$ cat src/rtl/div_seq_pkg.sv
`default_nettype none
// ============================================================================
//  Module      : div_seq_pkg
//  Description : Shared definitions for the sequential divider: default
//                operand width and the controller state encoding.
//  Revision    : 1.0 - initial release
// ============================================================================
package div_seq_pkg;

    // Default operand width in bits
    localparam int SIZE_DATA = 32;

    // Controller states
    typedef enum logic [1:0] {
        IDLE = 2'd0,
        CALC = 2'd1,
        DONE = 2'd2
    } state_t;

endpackage : div_seq_pkg
`default_nettype wire

$ cat src/rtl/div_seq_if.sv
`default_nettype none
// ============================================================================
//  Module      : div_seq_if
//  Description : Request/result bundle of the sequential divider.
//                master : drives start/dividend/divisor, observes results
//                slave  : the divider itself
//  Signals     : start     - begin a division (taken only when idle)
//                dividend  - unsigned numerator, sampled with start
//                divisor   - unsigned denominator, sampled with start
//                busy      - operation in progress or result being flagged
//                done      - one-cycle pulse, results valid from here on
//                quotient  - registered quotient
//                remainder - registered remainder
//                div_zero  - last accepted divisor was zero
//  Revision    : 1.0 - initial release
// ============================================================================
interface div_seq_if
    import div_seq_pkg::*;
#(
    parameter int SIZE = SIZE_DATA
) ();

    logic            start;
    logic [SIZE-1:0] dividend;
    logic [SIZE-1:0] divisor;
    logic            busy;
    logic            done;
    logic [SIZE-1:0] quotient;
    logic [SIZE-1:0] remainder;
    logic            div_zero;

    modport master (
        output start, dividend, divisor,
        input  busy, done, quotient, remainder, div_zero
    );

    modport slave (
        input  start, dividend, divisor,
        output busy, done, quotient, remainder, div_zero
    );

endinterface : div_seq_if
`default_nettype wire

$ cat src/rtl/div_seq_sub.sv
`default_nettype none
// ============================================================================
//  Module      : subN
//  Description : Combinational unsigned subtractor, SIZE bits wide.
//  Ports       : i_minuend    - SIZE-bit minuend
//                i_subtrahend - SIZE-bit subtrahend
//                o_difference - SIZE-bit difference (modulo 2^SIZE)
//                o_borrow     - 1 when i_minuend < i_subtrahend
//  Revision    : 1.0 - initial release
// ============================================================================
module subN #(
    parameter int SIZE = 33
) (
    input  wire logic [SIZE-1:0] i_minuend,
    input  wire logic [SIZE-1:0] i_subtrahend,
    output logic      [SIZE-1:0] o_difference,
    output logic                 o_borrow
);

    // One extra bit on each operand turns the carry-out into the borrow.
    assign {o_borrow, o_difference} = {1'b0, i_minuend} - {1'b0, i_subtrahend};

endmodule : subN
`default_nettype wire

$ cat src/rtl/div_seq.sv
`default_nettype none
// ============================================================================
//  Module      : div_seq
//  Description : Sequential unsigned restoring divider. One quotient bit is
//                produced per clock; a nonzero division takes SIZE steps.
//                A zero divisor completes immediately with an all-ones
//                quotient, remainder = dividend and div_zero raised.
//  Ports       : clk   - clock, rising edge active
//                reset - asynchronous, active-low reset
//                bus   - div_seq_if slave modport (start/operands/results)
//  Revision    : 1.0 - initial release
// ============================================================================
module div_seq
    import div_seq_pkg::*;
#(
    parameter int SIZE = SIZE_DATA
) (
    input  wire logic  clk,
    input  wire logic  reset,
    div_seq_if.slave   bus
);

    localparam int c_CNT_W = (SIZE > 1) ? $clog2(SIZE) : 1;

    state_t              r_state;
    state_t              w_stateNext;

    // Partial remainder is stored SIZE bits wide: between steps it is always
    // below the divisor, so the extra top bit of the trial value is never
    // needed once a step has been resolved.
    logic [SIZE-1:0]     r_rem;
    logic [SIZE-1:0]     r_q;
    logic [SIZE-1:0]     r_d;
    logic [c_CNT_W-1:0]  r_cnt;
    logic [SIZE-1:0]     r_quotient;
    logic [SIZE-1:0]     r_remainder;
    logic                r_divZero;

    logic [SIZE:0]       w_trial;
    logic [SIZE:0]       w_diff;
    logic                w_borrow;
    logic [SIZE-1:0]     w_rNext;
    logic [SIZE-1:0]     w_qNext;
    logic                w_lastStep;
    logic                w_accept;
    logic                w_zeroDiv;
    logic                w_unusedDiffMsb;

    // ------------------------------------------------------------------
    // Restoring step datapath
    // ------------------------------------------------------------------
    assign w_trial = {r_rem, r_q[SIZE-1]};

    subN #(
        .SIZE (SIZE + 1)
    ) u_sub (
        .i_minuend    (w_trial),
        .i_subtrahend ({1'b0, r_d}),
        .o_difference (w_diff),
        .o_borrow     (w_borrow)
    );

    // When the subtraction succeeds its result is below the divisor, so the
    // top difference bit is zero and can be dropped.
    assign w_unusedDiffMsb = w_diff[SIZE];

    assign w_rNext    = w_borrow ? w_trial[SIZE-1:0] : w_diff[SIZE-1:0];
    assign w_qNext    = {r_q[SIZE-2:0], ~w_borrow};
    assign w_lastStep = (r_cnt == c_CNT_W'(SIZE - 1));
    assign w_accept   = (r_state == IDLE) && bus.start;
    assign w_zeroDiv  = (bus.divisor == '0);

    // ------------------------------------------------------------------
    // Controller
    // ------------------------------------------------------------------
    always_ff @(posedge clk or negedge reset) begin
        if (!reset) begin
            r_state <= IDLE;
        end else begin
            r_state <= w_stateNext;
        end
    end

    always_comb begin
        w_stateNext = r_state;
        unique case (r_state)
            IDLE: begin
                if (bus.start) begin
                    w_stateNext = w_zeroDiv ? DONE : CALC;
                end
            end
            CALC: begin
                if (w_lastStep) begin
                    w_stateNext = DONE;
                end
            end
            DONE: begin
                w_stateNext = IDLE;
            end
            default: begin
                w_stateNext = IDLE;
            end
        endcase
    end

    // ------------------------------------------------------------------
    // Working registers and result registers
    // ------------------------------------------------------------------
    always_ff @(posedge clk or negedge reset) begin
        if (!reset) begin
            r_rem       <= '0;
            r_q         <= '0;
            r_d         <= '0;
            r_cnt       <= '0;
            r_quotient  <= '0;
            r_remainder <= '0;
            r_divZero   <= 1'b0;
        end else if (w_accept) begin
            r_rem <= '0;
            r_q   <= bus.dividend;
            r_d   <= bus.divisor;
            r_cnt <= '0;
            if (w_zeroDiv) begin
                // Result is known without iterating
                r_quotient  <= '1;
                r_remainder <= bus.dividend;
                r_divZero   <= 1'b1;
            end else begin
                r_divZero   <= 1'b0;
            end
        end else if (r_state == CALC) begin
            r_rem <= w_rNext;
            r_q   <= w_qNext;
            r_cnt <= r_cnt + c_CNT_W'(1);
            if (w_lastStep) begin
                // Publish the values produced by this final step
                r_quotient  <= w_qNext;
                r_remainder <= w_rNext;
            end
        end
    end

    // ------------------------------------------------------------------
    // Outputs
    // ------------------------------------------------------------------
    assign bus.busy      = (r_state != IDLE);
    assign bus.done      = (r_state == DONE);
    assign bus.quotient  = r_quotient;
    assign bus.remainder = r_remainder;
    assign bus.div_zero  = r_divZero;

endmodule : div_seq
`default_nettype wire

$ cat src/flat_wrapper.sv
// flat-port wrapper written by rule: the top's interface ports become plain ports
module div_seq_flat import div_seq_pkg::*;
#(
    parameter int SIZE = SIZE_DATA
)
  (clk, reset, bus_start, bus_dividend, bus_divisor, bus_busy, bus_done, bus_quotient, bus_remainder, bus_div_zero);
  div_seq_if #(.SIZE(SIZE)) bus_i ();
  input  wire logic clk;
  input  wire logic reset;
  input wire logic [$bits(bus_i.start)-1:0] bus_start;
  input wire logic [$bits(bus_i.dividend)-1:0] bus_dividend;
  input wire logic [$bits(bus_i.divisor)-1:0] bus_divisor;
  output wire logic [$bits(bus_i.busy)-1:0] bus_busy;
  output wire logic [$bits(bus_i.done)-1:0] bus_done;
  output wire logic [$bits(bus_i.quotient)-1:0] bus_quotient;
  output wire logic [$bits(bus_i.remainder)-1:0] bus_remainder;
  output wire logic [$bits(bus_i.div_zero)-1:0] bus_div_zero;
  assign bus_i.start = bus_start;
  assign bus_i.dividend = bus_dividend;
  assign bus_i.divisor = bus_divisor;
  assign bus_busy = bus_i.busy;
  assign bus_done = bus_i.done;
  assign bus_quotient = bus_i.quotient;
  assign bus_remainder = bus_i.remainder;
  assign bus_div_zero = bus_i.div_zero;
  div_seq #(.SIZE(SIZE)) u_core (.clk(clk), .reset(reset), .bus(bus_i));
endmodule
$ cat config.mk
export PLATFORM = sky130hd
export DESIGN_NAME = div_seq_flat
export DESIGN_NICKNAME = d
export VERILOG_FILES = /design/src/rtl/div_seq_pkg.sv /design/src/rtl/div_seq_if.sv /design/src/rtl/div_seq_sub.sv /design/src/rtl/div_seq.sv /design/src/flat_wrapper.sv
export SDC_FILE = /design/constraint.sdc
export NUM_CORES = 1
export LEC_CHECK = 0
export ABC_AREA = 1
export CAP_MARGIN = 10
export CORE_MARGIN = 2
export CORE_UTILIZATION = 35
export DETAILED_ROUTE_END_ITERATION = 12
export HOLD_SLACK_MARGIN = 0.02
export MAX_ROUTING_LAYER = met4
export PLACE_DENSITY_LB_ADDON = 0.25
export RECOVER_POWER = 25
export SLEW_MARGIN = 20
export SYNTH_ARGS = -nofsm -noshare
export SYNTH_HDL_FRONTEND = slang
export SYNTH_SLANG_ARGS = --single-unit
$ cat constraint.sdc
create_clock -name clk -period 4.3 [get_ports clk]
set_clock_uncertainty 0.05 [all_clocks]
set_input_delay 0.645 -clock clk [delete_from_list [all_inputs] [get_ports clk]]
set_output_delay 0.645 -clock clk [all_outputs]
set_load 0.1 [all_outputs]
# [After elaboration in Yosys (flattened, before gate mapping)]
# Cells that the tools add are included.
[word_totals] elab_cells=45 n_memories=0 input_bits=67 ram_bits=0 ff_bits=168 latchBits=0 mem_bits_ro=0
[classes] add_sub_neg=2 n_bitwise=1 muxes=20 shifts=0 n_div=0 n_lt_le_gt_ge=0 n_reduce_logical=8 eq_ne=6 mul=0
[ops] cell="$mux 32" count=13
[ops] cell="$sub 33x32->34" count=1
[ops] cell="$logic_not 32->1" count=1
[ops] cell="$mux 5" count=2
[ops] cell="$mux 2" count=3
[ops] cell="$reduce_bool 2->1" count=3
[ops] cell="$add 5x1->5 const B" count=1
[ops] cell="$eq 5x5->1 const B" count=1
[ops] cell="$ne 2x2->1 const B" count=2
[ops] cell="$pmux 2 s2" count=1
[ops] cell="$reduce_and 3->1" count=1
[ops] cell="$eq 2x1->1 const B" count=1
[ops] cell="$eq 2x2->1 const B" count=1
[ops] cell="$logic_not 2->1" count=1
[ops] cell="$ne 2x1->1 const B" count=1
[ops] cell="$reduce_and 2->1" count=1
[ops] cell="$logic_and 1x1->1" count=1
[ops] cell="$mux 1" count=1
[ops] cell="$not 1->1" count=1

# [Depth between registers and ports, before layout]
# Gate-level depths: netlist of the first run.
[logic_depth] word_depth=5 depth_mapped=18 mapped_depth_nobuf=18

# [Modules after synthesis]
# A second synthesis of the first run with hierarchy kept.
[unflattened] hier_cells=1445 hier_area_um2=10131.0
[by_module_without_submodules] module="div_seq" seq_area_each_um2=4204.0 area_per_inst_um2=7464.7 instances=1 cells_per_inst=866
[by_module_without_submodules] module="subN" seq_area_each_um2=0.0 area_per_inst_um2=2666.3 instances=1 cells_per_inst=579

# [Least setup slack after synthesis of the first run]
# OpenSTA, ideal clock, no wires.
[synth_path] kind="flip-flop to output port" from="reg u_core.r_state[0]" to="out bus_done" path_slack_ns=1.964 t_required_ns=3.605 arrival_ns=1.641 path_stages_with_launch=2 cell_sequence="dfrtp_1 nor2_1"
[synth_between] elab_chain_cells=1
[synth_lines] element="start, declared" line_no="div_seq.sv:25" source="state_t r_state;"
[synth_lines] element="start signal, assigned" line_no="div_seq.sv:80" source="r_state <= w_stateNext;"
[synth_lines] element="$eq 2x2->1" line_no="div_seq.sv:147" source="assign bus.done = (r_state == DONE);"
[synth_lines] element="end, declared" line_no="flat_wrapper.sv:14" source="output wire logic [$bits(bus_i.done)-1:0] bus_done;"
# No other way between the ends.

# [Final worst setup path of the first run]
[layout_path] from="reg u_core.r_rem[18]" to="reg u_core.r_rem[31]"
[layout_between] elab_chain_cells=4
[layout_lines] element="start, declared" line_no="div_seq.sv:31" source="logic [SIZE-1:0] r_rem;"
[layout_lines] element="start signal, assigned" line_no="div_seq.sv:132" source="r_rem <= w_rNext;"
[layout_lines] element="$sub 33x32->34" line_no="div_seq_sub.sv:21" source="assign {o_borrow, o_difference} = {1'b0, i_minuend} - {1'b0, i_subtrahend};"
[layout_lines] element="$mux 32" line_no="div_seq.sv:67" source="assign w_rNext = w_borrow ? w_trial[SIZE-1:0] : w_diff[SIZE-1:0];"
[layout_lines] element="$mux 32" line_no="div_seq.sv:131" source="end else if (r_state == CALC) begin"
[layout_lines] element="$mux 32" line_no="div_seq.sv:118" source="end else if (w_accept) begin"
# No other way between the ends. The select of a mux whose other input is x is not followed.
# A chain may end at the register's enable or synchronous reset.

==> flow_summary.yaml, run 1 <==
timing:
  fin_crit_sh_pct: 72.03
  slew_viol_final: 80
  relSlewSlack_pct: -40.62
  grt_setup_unrepaired: "no"
  hold_viol: 0
  period_needed_ns: 3.097
  tns_ns: 0
  finalSetupViolCount: 0
  worst_slack_ns: 1.203
  worst_pin_slew_ns: 2.109
  holdWs_ns: 0.4340
  fmax_mhz: 322.9
clocking:
  htreeDepth: 4
  clk_pin_slew_worst_paths_ns: 0.07
  cts_resized: 0
  cts_sinks: 168
  cts_buffer_depth: 2
  insertion_delay_ns: 0.44
  cts_tree: "done"
  cts_setup_buffers: 0
  cts_buffers: 17
  cts-root-buf: "clkbuf_16"
  postCtsHoldBufs: 0
yosys:
  synth_common_cells: "nand2_1, inv_1, dfrtp_1"
  yosysUniqueCellTypes: 31
  ys.flop_type: "dfrtp_1"
  async_reset_ff_share_pct: 100.0
  syn_area_per_cell_um2: 7.037
  synth-seq-area-share_pct: 41.34
  syn_inst: 1445
  synth_top_area_cell: "dfrtp_1"
  synth_top_area_share_pct: 41.34
  synth.area.top_cells: "dfrtp_1, nand2_1, inv_1"
  yosysWarnings: 0
  syn-cell-area_mm2: 0.01017
  post-synth-top-count-cell: "nand2_1"
  synth.net_count: 1547
  ys_ff_latch: 168
  synth_edf_count: 0
die:
  io_pins: 134
  core_mm2: 0.02863
  die_w_um: 174.5
  die-area_mm2: 0.03043
  start_util_pct: 35.52
  core.rowCount: 62
  die_h_um: 174.5
worst_setup_path:
  critical_path.top_delay_family: "simple AND/OR/NAND/NOR gates"
  endpoint_kind: "flip-flop"
  crit_type: "reg -> reg"
  path_max_fanout: 34
  r2r_end: "u_core.r_rem[31]"
  reg2reg_depth: 12
  path_cells: "ha_1, nand2_1, nor2_1, nand2_1, nor2_1, nand2_4, a21oi_4, buf_12, nand2_1, nand2_1, nand2_1, nand2_1"
  cpMostUsedCell: "nand2_1"
  cp_num_buf_inv: 1
  timing.rr.start: "u_core.r_rem[18]"
  cp_slowest_cell: "a21oi_4"
  cp_data_required_time_ns: 4.62
  r2r_slack_ns: 1.20
  cp-start-kind: "flip-flop"
  cp.arrival_ns: 3.42
  crit_path_max_incr_delay_ns: 0.58
global_routing:
  grt.busiest_layer: "met1"
  grt_pass1_wl_um: 47490
  antenna_found_initial: 0
  grt.total_usage_pct: 20.32
  use_met3_pct: 2.493
  met2_usage_pct: 29.60
  grt_start_max_net_pins: 95
  grt_use_met1_pct: 29.88
  grt_pass1_vias: 8802
  grt-ovfl-total: 0
hold_path:
  min_to: "u_core.r_d[20]"
  holdPathStages: 2
  hold_class: "reg -> reg"
  min_from: "u_core.r_d[20]"
layout:
  finalNetCount: 1664
  diodes: 0
  drive_gt1_share_pct: 7.556
  synthToLayoutAreaGrowth_pct: 22.48
run:
  cap_violations: 1
drt:
  wl_per_cell_um: 14.93
  vias: 9114
  drt_iter0_markers: 709
  post_drt_via_cell_ratio: 4.652
  ant_nets: 0
  wirelength_um: 29240
  drc: 0
  dr.pass1.iters: 5
outcome:
  failed_checks: "capacitance limit, slew limit"
  status: "finished with violations"
placed_design:
  gp_congestion: 0.9419
  hpwl_um: 22150
  dp_worst_setup_slack_ns: 1.092
  port_buffers: 133
cells by family (layout without fill, tap and decap cells):
group	Yosys count	count (layout)	share of synthesized area (%)
compound gates	132	132	7.949
xor+xnor	16	16	1.378
fa+ha+maj	35	35	4.380
buf+inv	333	463	12.67
flops	168	168	41.34
simple gates	761	761	32.28
final cells by class:
class                           instances  area, um2
Clock buffer                           17      425.4
Clock inverter                         15      155.1
Fill cell                            2946      16170
Inverter                              285       1070
Multi-Input combinational cell        944       4678
Sequential cell                       168       4204
Tap cell                              384      480.5
Timing Repair Buffer                  146       1441
flip-flops by register name, indices dropped and copies added, names as in the netlist:
signal                count
u_core.r_rem             32
u_core.r_q               32
u_core.bus.div_zero       1
u_core.r_d               32
u_core.bus.quotient      32
u_core.bus.remainder     32
u_core.r_state            2
u_core.r_cnt              5
cell usage in the layout (no fill, tap or decap), types with 4 or more instances in the layout:
| cell type | synthesis | final |
|---|---|---|
| and2_1 | 4 | 4 |
| buf_4 | 0 | 9 |
| a21oi_1 | 53 | 53 |
| inv_8 | 0 | 6 |
| o21ai_0 | 40 | 40 |
| inv_2 | 4 | 4 |
| nor3_1 | 7 | 7 |
| dfrtp_1 | 168 | 168 |
| o221ai_1 | 32 | 32 |
| nor2_1 | 107 | 107 |
| nand3_1 | 68 | 68 |
| or2_0 | 6 | 6 |
| inv_1 | 281 | 281 |
| ha_1 | 34 | 34 |
| clkdlybuf4s50_1 | 0 | 132 |
| xor2_1 | 16 | 16 |
| nand2_1 | 452 | 451 |
| nand2_2 | 36 | 37 |
| clkbuf_16 | 0 | 17 |
| nand4_1 | 48 | 48 |
| or2_2 | 27 | 27 |
worst max-delay path by stage:
stage / from / endpoint / cells past startpoint
2_1_floorplan: u_core.r_state[0] / bus_done / 1
3_3_place_gp: bus_start / u_core.bus.quotient[4] / 9
3_5_place_dp: bus_divisor[27] / u_core.bus.quotient[7] / 11
4_1_cts: u_core.r_rem[18] / u_core.r_rem[31] / 12
5_1_grt: reset / u_core.r_q[0] / 2
6_report: u_core.r_rem[18] / u_core.r_rem[31] / 12
per-stage QoR:
stage / area (um2) / std cells / util (%)
floorplan: 10170 / 1445 / -
finish: 12450 / 1959 / 43.51
detailed placement: 11890 / 1927 / 41.53
global route: 12450 / 1959 / 43.51
CTS: 12470 / 1959 / 43.56
global placement: 11890 / 1927 / 41.53
routing by layer:
layer  vias to the layer above  wire length (um)
met4                         0               444
met5                         -                 0
met2                       223             12480
met1                      4159             14980
met3                        27              1333
li1                       4705                 -
worst reg2reg max path, stage by stage (launching register included):
cell	delay [ns]
dfrtp_1	0.45
ha_1	0.43
nand2_1	0.14
nor2_1	0.22
nand2_1	0.10
nor2_1	0.21
nand2_4	0.29
a21oi_4	0.59
buf_12	0.25
nand2_1	0.12
nand2_1	0.08
nand2_1	0.05
nand2_1	0.06
Power of run 1 is not shown: default switching activity piles up to over one toggle a cycle in this logic, so the estimate is an artifact.
==> run 2: changes to the inputs <==
==> constraint.sdc (replaced) <==
create_clock -name clk -period 2.7 [get_ports clk]
set_clock_uncertainty 0.05 [all_clocks]
set_input_delay 0.405 -clock clk [delete_from_list [all_inputs] [get_ports clk]]
set_output_delay 0.405 -clock clk [all_outputs]
set_load 0.1 [all_outputs]
==> run 2 against run 1 <==
The flow still finishes with violations (capacitance limit, slew limit); sequential share of layout area down 0.054 points; register-to-register slack worse by 0.98 ns; critical path depth up 6; die area unchanged; global-route usage up 0.56 points; via count up 1.6%; worst hold slack worse by 0.00075 ns; count of clock-buffer cells in the layout up 1; non-clock buffer count up 12; largest cell class unchanged; highest routed layer unchanged.
==> flow_summary.yaml, run 2 (synthesized netlist as in run 1, its figures left out) <==
outcome:
  status: "finished with violations"
  failed_checks: "capacitance limit, slew limit"
worst_setup_path:
  endpoint_kind: "flip-flop"
  crit_type: "reg -> reg"
  cp-start-kind: "flip-flop"
  r2r_slack_ns: 0.22
  cp_data_required_time_ns: 2.99
  path_max_fanout: 4
  cp.arrival_ns: 2.77
  reg2reg_depth: 18
die:
  die_h_um: 174.5
  die_w_um: 174.5
  io_pins: 134
  die-area_mm2: 0.03043
  start_util_pct: 35.52
  core.rowCount: 62
  core_mm2: 0.02863
clocking:
  clk_pin_slew_worst_paths_ns: 0.07
  cts_sinks: 168
  cts_buffers: 17
  htreeDepth: 4
  cts_buffer_depth: 2
  insertion_delay_ns: 0.45
  cts_tree: "done"
  cts_setup_buffers: 0
  cts-root-buf: "clkbuf_16"
timing:
  worst_pin_slew_ns: 1.668
  fin_crit_sh_pct: 91.82
  finalSetupViolCount: 0
  hold_viol: 0
  fmax_mhz: 403.4
  grt_setup_unrepaired: "no"
  relSlewSlack_pct: -11.18
  tns_ns: 0
  period_needed_ns: 2.479
  slew_viol_final: 60
layout:
  layout_common_cells: "nand2_1, inv_1, dfrtp_1"
  synthToLayoutAreaGrowth_pct: 22.68
  final_common_cell: "nand2_1"
  drive_gt1_share_pct: 13.04
  fin_util_pct: 43.58
  fillers: 2981
  seqCellArea_mm2: 0.004204
  finalNetCount: 1676
  multiInputGateArea_mm2: 0.004711
  diodes: 0
hold_path:
  holdPathStages: 2
  hold_class: "reg -> reg"
drt:
  ant_nets: 0
  wirelength_um: 29620
  drc: 0
  drt_iter0_markers: 679
  wl_per_cell_um: 15.03
  dr.pass1.iters: 5
  post_drt_via_cell_ratio: 4.698
  vias: 9260
global_routing:
  grt_pass1_wl_um: 48690
  grt_pass1_vias: 9039
  grt-ovfl-total: 0
  grt.total_usage_pct: 20.88
  grt_start_max_net_pins: 94
  antenna_found_initial: 0
placed_design:
  hpwl_um: 22720
  port_buffers: 133
  gp_congestion: 0.8834
run:
  cap_violations: 1
[run 2: cell count changes in the layout (fill, tap and decap cells not counted), sizes merged, moves of 4 or more]
cell | previous run | this run
clkinvlp | 2 | 6
clkdlybuf4s50 | 132 | 65
inv | 293 | 289
buf | 11 | 91
[run 2: final timing paths]
check                               startpoint                  endpoint
worst min register to register  u_core.r_d[27]            u_core.r_d[27]
max in group asynchronous                reset          u_core.r_rem[16]
worst min-delay path            u_core.r_d[27]            u_core.r_d[27]
worst max register to register  u_core.r_q[31]  u_core.bus.remainder[28]
worst max-delay path            u_core.r_q[31]  u_core.bus.remainder[28]
min in group asynchronous                reset             u_core.r_d[5]
[run 2: area by class of cell]
type	count	share of cell area, %
multi-input cells	944	37.76
well taps	384	3.852
repair buffers	158	11.64
clock inverters	14	0.9428
inverters	285	8.576
clock buffers	18	3.521
flip-flops and latches	168	33.70
[run 2: repair_timing]
action | CTS | global route
endpoints found under the setup margin | 0 | 28
hold endpoints to repair | 56 | 0
resized for setup | 0 | 9
hold buffers | 1 | 0
[run 2: per-stage QoR]
step,hold slack (ns),setup slack [ns],cell area [um2],instances
final,0.4333,0.2208,12470,1971
after global routing,0.4520,0.007681,12470,1971
after CTS,0.4399,0.1871,12440,1971
after detailed placement,0.3943,0.04337,11880,1938
after global placement,0.3953,0.02345,11880,1938
after floorplan,0.05941,0.6038,10170,1445
[run 2: metal layers]
layer | wire, um | share of wire, % | global-route usage (%)
met1 | 14840 | 50 | 29.40
met2 | 12710 | 43 | 30.70
met3 | 1560 | 5.3 | 3.828
met4 | 498 | 1.7 | 5.847
met5 | 0 | 0 | -
[run 2: worst max-delay path, cell delays in order, from the launching register on]
cell	delay (ns)
dfrtp_1	0.38
inv_1	0.14
ha_1	0.17
inv_1	0.07
fa_1	0.42
nand2_1	0.08
nand3_1	0.07
nand3_1	0.09
nand2_1	0.13
nand2_1	0.09
nand2_1	0.08
nand2_2	0.12
nand2_1	0.06
nand2_1	0.06
nand2_1	0.09
nand2_2	0.09
nand3_1	0.06
nand2_1	0.07
inv_1	0.04
Power of run 2 is left out for the same reason.
==> run 3: changes to the inputs <==
--- a/config.mk
+++ b/config.mk
@@ -6,6 +6,7 @@
 export NUM_CORES = 1
 export LEC_CHECK = 0
 export ABC_AREA = 1
+export ABC_CLOCK_PERIOD_IN_PS = 2700
 export CAP_MARGIN = 10
 export CORE_MARGIN = 2
 export CORE_UTILIZATION = 35
==> results of run 3 <==
Final layout, timing and power as in run 2 (identical DEF).
Power of run 3 is left out for the same reason.
